$ cat src/rtl/riscv_pkg.sv
// Shared types for the response/writeback steering logic.
package riscv_pkg;
   localparam int NUM_DEST = 4;
   typedef logic [1:0] dest_sel_t;
endpackage

$ cat src/rtl/skid_buffer.sv
// Generic two-entry valid/ready register: a head slot that drives the consumer and
// a skid slot that catches the one word in flight when the consumer stalls.
module skid_buffer #(
   parameter int PW = 34
) (
   input  logic          clk,
   input  logic          rst_n,
   input  logic          in_valid,
   output logic          in_ready,
   input  logic [PW-1:0] in_data,
   output logic          out_valid,
   input  logic          out_ready,
   output logic [PW-1:0] out_data,
   output logic          busy
);
   logic          head_valid_q, head_valid_d;
   logic          skid_valid_q, skid_valid_d;
   logic [PW-1:0] head_data_q, head_data_d;
   logic [PW-1:0] skid_data_q, skid_data_d;
   logic          acc, drn;

   // in_ready comes straight from a flop, so out_ready never reaches the producer
   assign in_ready  = ~skid_valid_q;
   assign acc       = in_valid & ~skid_valid_q;
   assign drn       = head_valid_q & out_ready;
   assign out_valid = head_valid_q;
   assign out_data  = head_data_q;
   assign busy      = head_valid_q | skid_valid_q;

   always_comb begin
      head_valid_d = head_valid_q;
      skid_valid_d = skid_valid_q;
      head_data_d  = head_data_q;
      skid_data_d  = skid_data_q;
      if (!head_valid_q) begin
         if (acc) begin
            head_valid_d = 1'b1;
            head_data_d  = in_data;
         end
      end else if (!skid_valid_q) begin
         if (acc && drn) begin
            head_data_d = in_data;
         end else if (acc) begin
            skid_valid_d = 1'b1;
            skid_data_d  = in_data;
         end else if (drn) begin
            head_valid_d = 1'b0;
         end
      end else if (drn) begin
         // skid full means no accept this cycle; promote the parked word
         head_data_d  = skid_data_q;
         skid_valid_d = 1'b0;
      end
   end

   always_ff @(posedge clk or negedge rst_n) begin
      if (!rst_n) begin
         head_valid_q <= 1'b0;
         skid_valid_q <= 1'b0;
         head_data_q  <= '0;
         skid_data_q  <= '0;
      end else begin
         head_valid_q <= head_valid_d;
         skid_valid_q <= skid_valid_d;
         head_data_q  <= head_data_d;
         skid_data_q  <= skid_data_d;
      end
   end
endmodule

$ cat src/rtl/demux1to4_pipe.sv
// Registered 1-to-4 demux: one valid/ready stream steered per word to one of four
// consumers, strictly in order (a stalled head blocks words for other ports).
module demux1to4_pipe
   import riscv_pkg::*;
#(
   parameter int WIDTH = 32
) (
   input  logic                clk,
   input  logic                rst_n,
   input  logic                in_valid,
   output logic                in_ready,
   input  logic [WIDTH-1:0]    in_data,
   input  dest_sel_t           in_sel,
   output logic [NUM_DEST-1:0] out_valid,
   input  logic [NUM_DEST-1:0] out_ready,
   output logic [WIDTH-1:0]    out_data,
   output logic                busy
);
   localparam int SW = $bits(dest_sel_t);
   localparam int PW = SW + WIDTH;

   logic [PW-1:0] head_payload;
   logic          head_valid;
   logic          head_ready;
   dest_sel_t     head_sel;

   skid_buffer #(.PW(PW)) u_skid (
      .clk       (clk),
      .rst_n     (rst_n),
      .in_valid  (in_valid),
      .in_ready  (in_ready),
      .in_data   ({in_sel, in_data}),
      .out_valid (head_valid),
      .out_ready (head_ready),
      .out_data  (head_payload),
      .busy      (busy)
   );

   assign head_sel   = head_payload[PW-1 -: SW];
   assign out_data   = head_payload[WIDTH-1:0];
   // only the addressed consumer's ready can retire the head word
   assign head_ready = out_ready[head_sel];

   always_comb begin
      out_valid = '0;
      if (head_valid) out_valid[head_sel] = 1'b1;
   end
endmodule
$ cat config.mk
export PLATFORM = sky130hd
export DESIGN_NAME = demux1to4_pipe
export DESIGN_NICKNAME = d
export VERILOG_FILES = /design/src/rtl/riscv_pkg.sv /design/src/rtl/skid_buffer.sv /design/src/rtl/demux1to4_pipe.sv
export SDC_FILE = /design/constraint.sdc
export NUM_CORES = 1
export LEC_CHECK = 0
export ABC_CLOCK_PERIOD_IN_PS = 2100
export BUFFER_PORTS_ARGS = -buffer_cell sky130_fd_sc_hd__buf_2
export CELL_PAD_IN_SITES_DETAIL_PLACEMENT = 1
export CELL_PAD_IN_SITES_GLOBAL_PLACEMENT = 1
export CORE_MARGIN = 2
export CORE_UTILIZATION = 39
export DETAILED_ROUTE_END_ITERATION = 7
export PLACE_DENSITY = 0.83
export SLEW_MARGIN = 10
export SYNTH_ARGS = -nofsm -noshare
export SYNTH_HDL_FRONTEND = slang
export SYNTH_HIERARCHICAL = 1
export SYNTH_SLANG_ARGS = --single-unit
$ cat constraint.sdc
create_clock -name clk -period 2.1 [get_ports clk]
set_clock_uncertainty 0.15 [all_clocks]
set_input_delay 0.525 -clock clk [delete_from_list [all_inputs] [get_ports clk]]
set_output_delay 0.525 -clock clk [all_outputs]
set_load 0.005 [all_outputs]
==> results.md <==
- Vias per cell: between 4 and 5
- CP Max Fanout: 18
- Ant diodes: 0
- Cell Rows: 33
- Worst Reg2Reg Path Length in Cells: 5
- Slew margin rel.: about three quarters
- Post-route minimum period: approximately 2.1 ns
- R2R Setup Slk: about 0.03 ns
- PortBufs: between 70 and 80
- 1st-pass router iterations: 4
- Iter 0 DRT Violations: 24
- RSZ-0062 raised after global routing: yes
- Initial antenna violation count: 0
- Run status: complete, no violations
- Worst ir drop on vdd: approximately 0.00057 V
- First-pass GRT wire length: between 10 and 15 mm
- Worst endpoint data arrival time: 2.14 ns
- Clock Pin Slew Worst Setup and Hold Paths: ~0.070 ns
- Reg-to-reg startpoint: u_skid/out_data[32]
- Crit Path Class: flip-flop to flip-flop
- Syn_nets: 240
- CTS tree: yes
- Clock root cell: clkbuf_8
- Post-CTS Hold Buffers: 0
- Tot GR Track Use: about 16%
- Pin count of the biggest net entering global routing: 71
- Die Area: 0.00909 mm2
- Core Region: between 0.008 and 0.009 mm2
- Nets: ~330
- Fin. Hold Viols: 0
- DP HPWL: between 4 and 5 mm
- Aggregate routed wire length: approximately 6.5 mm
- Max cap viols: 0
- Worst skew pair latency: between 0.3 and 0.4 ns
- Grt total ovfl: 0
- Design area: approximately 0.004 mm2
- Fmax: between 0.4 and 0.5 GHz
- Period utilisation layout: between 90 and 100%
- Commonest non-fill, non-tap cell in the layout: buf_2
- Leak Pwr: 1.88 nW
- Ratio of cells with drive above 1 in the final layout: roughly 70%
- Worst Setup SP: u_skid/out_data[32]
- Syn-to-layout area delta: 22.8%
- Vias in the first global route: ~2,200
- Post CTS Setup Buffer Count: 0
- Vias: 1,957
- Die H: about 95 um
- RD Place Congestion: 0.703
- Worst hold slack: about 0.06 ns
- Worst setup EP type: flip-flop
- Clock sinks: 70
- DR DRC count: 0
- Post-synthesis cell type count: 19
- Avg WL per Cell: around 17 um
- Pwr Total: 0.00641 W
- Pwr Density: ~1600 mW/mm2
- Least-Margin Pin Slew: ~0.38 ns
- Fin. max-slew vios: 0
- CP startpoint kind: flip-flop
- Fillers: roughly 830
- Final setup fails: 0
- CP Cell Sequence: mux4_2 -> inv_2 -> and4_4 -> buf_12 -> mux2_2
- Mean Syn Cell Area: approximately 16 um2
- Crit Reg-Reg Endpoint: u_skid/skid_data_q[0]
- Seq cells post-synth: 70
- Clock H-tree levels: 3
- Post-route ant nets: 0
- Commonest non-fill, non-tap cells in the layout: 78 x buf_2, 70 x dfrtp_1, 60 x mux2_2
- Yosys Warn Count: 6
- Post-Syn Area: ~0.0033 mm2
- Min-delay worst type: input port to asynchronous set/reset pin
- TNS Setup: 0 ns
- Crit path required time: 2.17 ns
- Clock buffer depth: 2
- Slowest cell on crit path: mux4_2
- Top-Level Pins: 79
- CTS Buf Count: 9
- Sequential-to-total area share from yosys stat: roughly 54%
- Post-placement cell area: approximately 0.0038 mm2
- Largest stage delay, worst path: around 0.56 ns
- Synthesized instance count: just under 200
- Die W: approximately 95 um
- Starting Density: 40.0%
## sequential cells by signal (all words and copies together), names as in the netlist
name	flops
u_skid/out_valid	1
u_skid/skid_data_q	34
u_skid/skid_valid_q	1
u_skid/out_data	34
## cell type report
type / count / area, um2 / share of cell area [%]
repair buffers: 86 / 526 / 13.1
well taps: 105 / 131 / 3.29
flip-flops and latches: 70 / 1750 / 43.8
multi-input cells: 116 / 1400 / 34.9
clock buffers: 12 / 135 / 3.38
inverters: 3 / 11.3 / 0.282
clock inverters: 4 / 47.5 / 1.19
## worst max-delay path: cells and delay by family, from the launching register on
kind                   cells  cell delay [ns]
multiplexers               2             0.90
buffers and inverters      2             0.25
AND/OR/NAND/NOR            1             0.26
flip-flops                 1             0.39
## what timing repair did
action | 4_1_cts | 5_1_grt
endpoints found under the setup margin | 32 | 29
pin swaps | 0 | 0
gates resized for setup | 3 | 0
hold endpoints to repair | 0 | 0
## routing by layer
layer  share of wire (%)  vias to the layer above  GRT usage (%)
met5                   0                        -              0
met4                0.75                        0           3.99
met3                 6.2                        5           5.93
met2                  49                       56           26.0
met1                  44                     1003           20.0
li1                    -                      893              -
## logic make-up (layout without fill, tap and decap cells)
kind of cell / count (synthesis) / after routing / synth area share, %
AO/OA/AOI/OAI: 5 / 5 / 1.27
flip-flops: 70 / 70 / 53.8
multiplexers: 103 / 103 / 39.4
buffers and inverters: 13 / 105 / 3.61
AND/OR/NAND/NOR: 8 / 8 / 1.85
## synthesized netlist by cell type
master,instances,area (um2)
a21oi_1,2,10.0
and3_2,1,7.51
nand2_2,1,6.26
buf_6,9,101
mux4_2,1,22.5
mux2_4,30,450
mux2_1,10,113
mux2_2,62,698
or2_1,1,6.26
a22oi_4,1,21.3
buf_2,1,5.00
o21ai_0,2,10.0
inv_1,2,7.51
dfrtp_1,70,1750
nand2_1,1,3.75
nor3b_1,1,7.51
inv_2,1,3.75
and4_1,1,8.76
and3b_2,2,20.0
## stage by stage
stage / worst slack [ns] / std cells / util [%]
floorplan: -0.0139 / 199 / -
global placement: -0.174 / 380 / 46.8
detailed placement: -0.228 / 380 / 46.8
CTS: -0.00114 / 396 / 49.1
global route: -0.0322 / 396 / 49.1
finish: 0.0299 / 396 / 49.1
## worst max-delay path by stage
stage | end | slack, ns | cells after the start
2_1_floorplan | u_skid/skid_data_q[23] | -0.01 | 6
3_3_place_gp | u_skid/skid_data_q[0] | -0.17 | 6
3_5_place_dp | u_skid/skid_data_q[33] | -0.23 | 6
4_1_cts | u_skid/skid_data_q[25] | -0.001 | 5
5_1_grt | u_skid/skid_data_q[0] | -0.03 | 5
6_report | u_skid/skid_data_q[0] | 0.03 | 5
## power breakdown
part	leakage (nW)	switching, W	total [W]	internal [W]
combinational	0.959	0.00106	0.00293	0.00187
clock	0.0904	0.000479	0.00103	0.000546
sequential	0.834	0.000398	0.00246	0.00206
Power figures use the tool's default switching activity.
